[src/rtl/replay_control.sv]
// rtl/replay_control.sv - error-recovery sequencer: blocks fetch and sweeps every register-file address once per replay
module replay_control #(
  parameter int ADDR_WIDTH = 5
) (
  input  logic                  clk,
  input  logic                  reset,
  input  logic                  error_i,
  output logic [ADDR_WIDTH-1:0] replay_addr_o,
  output logic                  fetch_block_o
);

  localparam int NUM_REG = 2 ** ADDR_WIDTH;
  localparam logic [ADDR_WIDTH-1:0] LAST_ADDR = ADDR_WIDTH'(NUM_REG - 1);

  typedef enum logic {
    IDLE   = 1'b0,
    REPLAY = 1'b1
  } state_t;

  state_t                  state, state_next;
  logic [ADDR_WIDTH-1:0]   count, count_next;
  logic                    block, block_next;

  always_ff @(posedge clk) begin
    if (reset) begin
      state <= IDLE;
      count <= '0;
      block <= 1'b0;
    end else begin
      state <= state_next;
      count <= count_next;
      block <= block_next;
    end
  end

  // Any error, even on the final address, restarts the sweep from zero.
  always_comb begin
    state_next = state;
    count_next = '0;
    block_next = 1'b0;
    unique case (state)
      IDLE: begin
        if (error_i) begin
          state_next = REPLAY;
          block_next = 1'b1;
        end
      end
      REPLAY: begin
        if (error_i) begin
          block_next = 1'b1;
        end else if (count == LAST_ADDR) begin
          state_next = IDLE;
        end else begin
          count_next = count + 1'b1;
          block_next = 1'b1;
        end
      end
      default: state_next = IDLE;
    endcase
  end

  assign replay_addr_o = count;
  assign fetch_block_o = block;

endmodule

[config.mk]
export PLATFORM = sky130hd
export DESIGN_NAME = replay_control
export DESIGN_NICKNAME = d
export VERILOG_FILES = /design/src/rtl/replay_control.sv
export SDC_FILE = /design/constraint.sdc
export NUM_CORES = 1
export LEC_CHECK = 0
export ABC_AREA = 0
export BUFFER_PORTS_ARGS = -buffer_cell sky130_fd_sc_hd__buf_2
export CORE_AREA = 2 2 39 41
export CTS_BUF_LIST = sky130_fd_sc_hd__clkbuf_8 sky130_fd_sc_hd__clkbuf_16
export CTS_CLUSTER_SIZE = 25
export DETAILED_ROUTE_END_ITERATION = 8
export DIE_AREA = 0 0 41 43
export GPL_ROUTABILITY_DRIVEN = 0
export PLACE_DENSITY_LB_ADDON = 0.15
export SYNTH_ARGS = -nofsm -noshare
export SYNTH_HDL_FRONTEND = slang
export SYNTH_SLANG_ARGS = --single-unit
[constraint.sdc]
create_clock -name clk -period 3.2 [get_ports clk]
set_clock_uncertainty 0.15 [all_clocks]
set_input_delay 0.32 -clock clk [delete_from_list [all_inputs] [get_ports clk]]
set_output_delay 0.32 -clock clk [all_outputs]
set_load 0.02 [all_outputs]
==> Yosys cells after proc, flatten, opt, wreduce, memory -nomap -nowiden <==
Index checks and enable logic that the tools add are counted.
{ "word_totals": {"regBits": 6, "inputBits": 3, "out_inout_bits": 6, "word_cells": 10} }
{ "op_classes": {"add_sub_neg": 1, "n_eq_ne": 1, "n_mux": 4, "bitwise_logic": 1, "n_reduce_logical": 1} }
{ "op_table": {"columns": ["operator", "n"], "rows": [
  ["5-bit by 1-bit adder with 5-bit output (second input constant)", 1],
  ["5-bit equality test (second input constant)", 1],
  ["4-bit OR reduction", 1],
  ["1-bit 2-to-1 mux", 3],
  ["1-bit one-hot mux with 2 select lines", 1],
  ["1-bit NOT", 1]
]} }

==> Logic depth before layout (Yosys ltp) <==
Gate-level depths: netlist of the first run.
{ "depth": {"depth_word": 4, "ltp_mapped": 6, "depth_no_buf": 6} }

==> Least setup slack after synthesis of the first run <==
Ideal clock, no wire load.
{ "synth_timing": {"path_type": "register -> register", "start": "register count[0] (netlist: replay_addr_o[0])", "end": "register count[3] (netlist: replay_addr_o[3])", "setup_time_ps": 64, "t_arrival_ps": 1514, "required_ps": 2986, "setup_slack_ps": 1472, "stages_incl_launch_ff": 7, "path_buffers": 0, "period_less_slack_ps": 1728, "path_cell_list": "dfxtp_1 -> ha_1 -> and3_1 -> ha_1 -> nand2b_4 -> or3_4 -> nor2_1"} }
{ "synth_between": {"elab_chain_cells": 2, "elab_cells_between_ends": 3, "cone_classes": "add/sub (1); eq/ne (1); reduce/logical (1)"} }
{ "synth_lines": {"columns": ["element", "line_no", "source"], "rows": [
  ["start, declared", "21", "logic [ADDR_WIDTH-1:0] count, count_next;"],
  ["start signal, assigned", "31", "count <= count_next;"],
  ["parallel branches: the longest is 2 deep, another holds 5-bit by 1-bit adder with 5-bit output", null, null]
]} }
Parallel ways; which one is timed is not known.
A chain may end at the register's enable or synchronous reset.

==> Worst setup path after layout of the first run <==
{ "layout_timing": {"start": "register count[0] (netlist: replay_addr_o[0])", "end": "register count[2] (netlist: replay_addr_o[2])"} }
The elaborated chain is that of the path after synthesis.

==> results.sh, run 1 <==
export IMPL_holdPathStages=2
export IMPL_min_to="fetch_block_o"
export IMPL_diodes=0
export IMPL_synth_nets=27
export IMPL_dp_slack_ps=1515
export IMPL_clock_sinks=6
export IMPL_first_global_vias=164
export IMPL_ys_types=13
export IMPL_drc_errors=0
export IMPL_setup_viol=0
export IMPL_status="finished clean"
export IMPL_met3_usage=0.04712
export IMPL_syn_area_per_cell_sq_um=10.75
export IMPL_r2r_end="replay_addr_o[2]"
export IMPL_antenna_found_initial=0
export IMPL_cellPowerDensity_nw_per_um2=595.8
export IMPL_yosysSeqAreaShare=0.5079
export IMPL_postSynthCellCount=22
export IMPL_grt_met2_usage=0.06875
export IMPL_grt_max_degree=5
export IMPL_worstSkewPairLatency_ps=220
export IMPL_ys_warnings_count=0
export IMPL_slew_viol_final=0
export IMPL_vias=176
export IMPL_clk_pin_slew_ps=40
export IMPL_arrival_ps=1700
export IMPL_fin_util=0.2441
export IMPL_clockRootBuffer="clkbuf_8"
export IMPL_p_leak_nw=0.1679
export IMPL_syn_area_sq_um=236.5
export IMPL_synth_seq_cells=6
export IMPL_rr_startpoint="replay_addr_o[0]"
export IMPL_drt_iter0_drc=0
export IMPL_start_util=0.1709
export IMPL_areaGrowthSynthToFinish_pct=42.86
export IMPL_port_buffers=8
export IMPL_clock_path_buffers=2
export IMPL_synth_edff_count=0
export IMPL_fin_ws_ps=1509
export IMPL_max_cap_violations=0
export IMPL_drive_gt1_frac=0.3939
export IMPL_finalHoldViolCount=0
export IMPL_grt_pass1_wl_um=655
export IMPL_firstDrtPassIters=1
export IMPL_cp_required_ps=3210
export IMPL_worst_setup_path_end_kind="register"
export IMPL_period_share=0.5283
export IMPL_cts_inserted_buffers=3
export IMPL_relSlewSlack=0.8609
export IMPL_worst_pin_slew_ps=207.1
export IMPL_max_freq_mhz=591.5
export IMPL_start_kind="register"
export IMPL_tns_ps=0
export IMPL_ant_nets=0
export IMPL_async_flop_share=0
export IMPL_viasPerCell=3.592
export IMPL_wl_um=435
export IMPL_io_pins=9
export IMPL_die_w_um=41
export IMPL_peakVddDrop_mv=0.1748
export IMPL_layout_nets=40
export IMPL_post_dp_hpwl_um=335.7
export IMPL_cts_resized_gates=0
export IMPL_rsz0062_at_grt="false"
export IMPL_busiest_layer="met4"
export IMPL_tritoncts="yes"
export IMPL_period_minus_slack_ps=1691
export IMPL_worstHoldPathType="in -> reg"
export IMPL_r2r_cells=6
export IMPL_htree_levels=1
export IMPL_coreArea_sq_um=1384
export IMPL_dieHeight_um=43
export IMPL_cp_max_fo=4
export IMPL_placementRows=14
export IMPL_grt_overflow=0
export IMPL_ff2ff_setup_slack_ps=1510
export IMPL_globalRouteMet1Util=0.06431
export IMPL_die_area_sq_um=1763
export IMPL_grt_util_all_layers=0.06627
export IMPL_post_cts_buffers=0
export IMPL_min_from="reset"
export IMPL_synthFlopType="dfxtp_1"
export IMPL_crit_type="reg -> reg"
export IMPL_postCtsHoldBufs=0
export IMPL_wl_per_cell_um=8.878
per-stage QoR:
| step | area, sq um | power [mW] | cells | hold WS [ps] |
|---|---|---|---|---|
| global placement | 296.5 | 0.08786 | 46 | 294.9 |
| global route | 337.8 | 0.2082 | 49 | 136.0 |
| CTS | 337.8 | 0.2055 | 49 | 132.1 |
| floorplan | 236.5 | 0.08417 | 22 | 239.1 |
| detailed placement | 296.5 | 0.08810 | 46 | 303.8 |
| finish | 337.8 | 0.2013 | 49 | 135.1 |
metal layers:
metal	share of wire	routed length [um]	vias up
met2	0.49	213	3
met5	0	0	-
met4	0	0	0
met1	0.46	199	77
met3	0.051	22	0
li1	-	-	96
state kept, by name, indices dropped and copies added, names as in the netlist:
| signal | cells |
|---|---|
| fetch_block_o | 1 |
| replay_addr_o | 5 |
power breakdown:
| part | switching [mW] | leakage, nW | internal (mW) | total (mW) |
|---|---|---|---|---|
| clock network | 0.0336 | 0.0216 | 0.0809 | 0.115 |
| logic | 0.00490 | 0.0975 | 0.00383 | 0.00872 |
| registers | 0.00133 | 0.0488 | 0.0767 | 0.0780 |
cell families after synthesis:
group                      count (synthesis)  synth area share
AOI/OAI and AO/OA                          1           0.02114
xor gates and xnor gates                   2           0.07409
adders and majority gates                  2            0.1058
buffers and inverters                      1           0.01586
DFF                                        6            0.5080
and+or+nand+nor                           10            0.2751
cell usage in the layout (no fill, tap or decap):
master | synthesis | layout
clkbuf_8 | 0 | 3
buf_2 | 0 | 8
and2_1 | 2 | 2
a21oi_1 | 1 | 1
dfxtp_1 | 6 | 6
inv_1 | 1 | 1
and3_1 | 1 | 1
or3_4 | 1 | 1
nor3_1 | 1 | 1
nor2_1 | 3 | 3
nand3_1 | 1 | 1
xor2_1 | 1 | 1
ha_1 | 2 | 2
nand2b_4 | 1 | 1
xnor2_1 | 1 | 1
how the worst max path moves through the flow:
stage | startpoint | to | slack [ps]
floorplan | replay_addr_o[0] | replay_addr_o[3] | 1470
global placement | replay_addr_o[0] | replay_addr_o[2] | 1520
detailed placement | replay_addr_o[0] | replay_addr_o[2] | 1510
CTS | replay_addr_o[0] | replay_addr_o[2] | 1500
global route | replay_addr_o[0] | replay_addr_o[0] | 1430
finish | replay_addr_o[0] | replay_addr_o[2] | 1510
Yosys cell counts, types with 2 or more instances:
| master | instances | area [sq um] |
|---|---|---|
| ha_1 | 2 | 25.02 |
| and2_1 | 2 | 12.51 |
| dfxtp_1 | 6 | 120.1 |
| nor2_1 | 3 | 11.26 |
critical path, stage by stage, from the launching register on:
cell,delay [ps]
dfxtp_1,320
ha_1,220
and3_1,190
ha_1,170
nand2b_4,140
or3_4,340
nor2_1,100
layout make-up:
type	count	area, sq um
fill	151	1046
sequential	6	120.1
clock buffer	3	41.29
tap	16	20.02
multi-input combinational	15	112.6
inverter	1	3.754
timing repair buffer	8	40.04
No activity file was read; power rests on OpenSTA's default activity.
==> inputs of run 2 (changes only) <==
Clock period 3.2 ns to 1.73 ns, I/O delays scaled along.
==> results.sh, run 2 (synthesized netlist as in run 1, its figures left out) <==
export IMPL_tritoncts="yes"
export IMPL_comb_power_share=0.053
export IMPL_viasPerCell=3.765
export IMPL_crit_path_cell_trace="ha_2 -> and3_1 -> ha_1 -> nand2b_4 -> or3_4 -> nor2_1"
export IMPL_diodes=0
export IMPL_clkPwrFrac=0.557
export IMPL_clk_pin_slew_ps=40
export IMPL_placed_cell_area_sq_um=304.0
export IMPL_layout_nets=42
export IMPL_htree_levels=1
export IMPL_firstDrtPassIters=1
export IMPL_status="finished clean"
export IMPL_port_buffers=8
export IMPL_ff2ff_setup_slack_ps=80
export IMPL_crit_type="reg -> reg"
export IMPL_min_to="fetch_block_o"
export IMPL_worst_pin_slew_ps=224.2
export IMPL_slew_viol_final=0
export IMPL_final_cell_mix="8 x buf_2, 5 x dfxtp_1, 3 x clkbuf_8, 2 x and2_1, 2 x nor2_1"
export IMPL_start_util=0.1709
export IMPL_final_area_sq_um=361.6
export IMPL_clock_sinks=6
export IMPL_clockRootBuffer="clkbuf_8"
export IMPL_grt_overflow=0
export IMPL_start_kind="register"
export IMPL_power_frac_seq=0.390
export IMPL_areaGrowthSynthToFinish_pct=52.91
export IMPL_max_cap_violations=0
export IMPL_clock_path_buffers=2
export IMPL_cts_inserted_buffers=3
export IMPL_min_from="error_i"
export IMPL_p_leak_nw=0.1748
export IMPL_cellPowerDensity_nw_per_um2=1023
export IMPL_placementRows=14
export IMPL_setup_viol=0
export IMPL_cp_required_ps=1730
export IMPL_r2r_end="replay_addr_o[0]"
export IMPL_drt_iter0_drc=0
export IMPL_ant_nets=0
export IMPL_worstHoldPathType="in -> reg"
export IMPL_worstSkewPairLatency_ps=220
export IMPL_netSwitchingFraction=0.1873
export IMPL_slowest_stage="or3_4"
export IMPL_tns_ps=0
export IMPL_drive_gt1_frac=0.4857
export IMPL_coreArea_sq_um=1384
export IMPL_grt_max_degree=5
export IMPL_period_share=0.9526
export IMPL_first_global_vias=204
export IMPL_holdPathStages=3
export IMPL_r2r_cells=6
export IMPL_rsz0062_at_grt="false"
export IMPL_period_minus_slack_ps=1648
export IMPL_rr_startpoint="replay_addr_o[1]"
export IMPL_vias=192
export IMPL_max_stage_delay_ps=350
export IMPL_largest_reg_flops=5
export IMPL_peakVddDrop_mv=0.5469
export IMPL_wl_per_cell_um=9.039
export IMPL_arrival_ps=1650
export IMPL_final_common_cell="buf_2"
export IMPL_worst_setup_path_end_kind="register"
export IMPL_io_pins=9
export IMPL_max_freq_mhz=606.8
export IMPL_cp_buffers_inverters=0
export IMPL_die_w_um=41
export IMPL_p_int_mw=0.3006
export IMPL_die_area_sq_um=1763
export IMPL_grt_util_all_layers=0.07754
export IMPL_relSlewSlack=0.8494
export IMPL_dieHeight_um=43
export IMPL_crit_family="simple AND/OR/NAND/NOR gates"
export IMPL_antenna_found_initial=0
export IMPL_drc_errors=0
export IMPL_grt_pass1_wl_um=786
export IMPL_wl_um=461
export IMPL_finalHoldViolCount=0
export IMPL_switching_power_mw=0.06930
export IMPL_cp_max_fo=3
==> run 2: changes by cell type in the layout (fill, tap and decap cells not counted) <==
| cell | before | now |
|---|---|---|
| buf_4 | 0 | 1 |
| nor2_2 | 0 | 1 |
| dfxtp_1 | 6 | 5 |
| nor2_1 | 3 | 2 |
| dfxtp_2 | 0 | 1 |
| dlygate4sd3_1 | 0 | 1 |
| ha_2 | 0 | 1 |
| ha_1 | 2 | 1 |
==> run 2: worst register-to-register path, cell delays in order, from the launching register on <==
cell,delay (ps)
dfxtp_2,320
ha_2,170
and3_1,180
ha_1,170
nand2b_4,140
or3_4,350
nor2_1,100
==> run 2: per-layer routing <==
| layer | vias up | GRT usage | routed length [um] |
|---|---|---|---|
| met1 | 83 | 0.06169 | 175 |
| met4 | 0 | 0.04000 | 13 |
| met5 | - | 0 | 0 |
| li1 | 100 | - | - |
| met2 | 6 | 0.1063 | 223 |
| met3 | 3 | 0.09424 | 48 |
==> run 2: cell type report <==
type	count	area (sq um)
inverter	1	3.754
tap	16	20.02
fill	157	1022
timing repair buffer	10	57.56
clock buffer	3	41.29
sequential	6	121.4
multi-input combinational	15	117.6
==> run 2: repair_timing <==
item / 4_1_cts / 5_1_grt
resized for setup: 0 / 3
endpoints found under the hold margin: 1 / 0
endpoints found under the setup margin: 0 / 3
hold buffers: 1 / 0
setup buffers: 0 / 0
==> run 2: stage by stage <==
step / hold WS [ps] / cells / util / worst slack (ps) / power (mW)
global placement: 209.7 / 47 / 0.2197 / 69.16 / 0.1635
global route: 54.93 / 51 / 0.2613 / 6.197 / 0.3919
detailed placement: 225.4 / 47 / 0.2197 / 46.94 / 0.1643
CTS: 54.18 / 51 / 0.2568 / 36.94 / 0.3780
floorplan: 92.07 / 22 / - / 2.185 / 0.1557
finish: 54.62 / 51 / 0.2613 / 81.99 / 0.3699
==> run 2: worst max-delay path by stage <==
stage,start,to,cells past startpoint
6_report,replay_addr_o[1],replay_addr_o[0],6
3_5_place_dp,replay_addr_o[1],replay_addr_o[3],6
3_3_place_gp,replay_addr_o[0],replay_addr_o[2],6
5_1_grt,replay_addr_o[1],replay_addr_o[2],6
4_1_cts,replay_addr_o[1],replay_addr_o[3],6
2_1_floorplan,replay_addr_o[0],replay_addr_o[3],6
==> run 2: power groups by stage <==
stage          clock [mW]  combinational, mW  sequential (mW)
6_report            0.206             0.0197            0.144
4_1_cts             0.214             0.0199            0.144
2_1_floorplan           0            0.00603            0.150
3_3_place_gp            0             0.0175            0.146
3_5_place_dp            0             0.0181            0.146
5_1_grt             0.226             0.0212            0.144
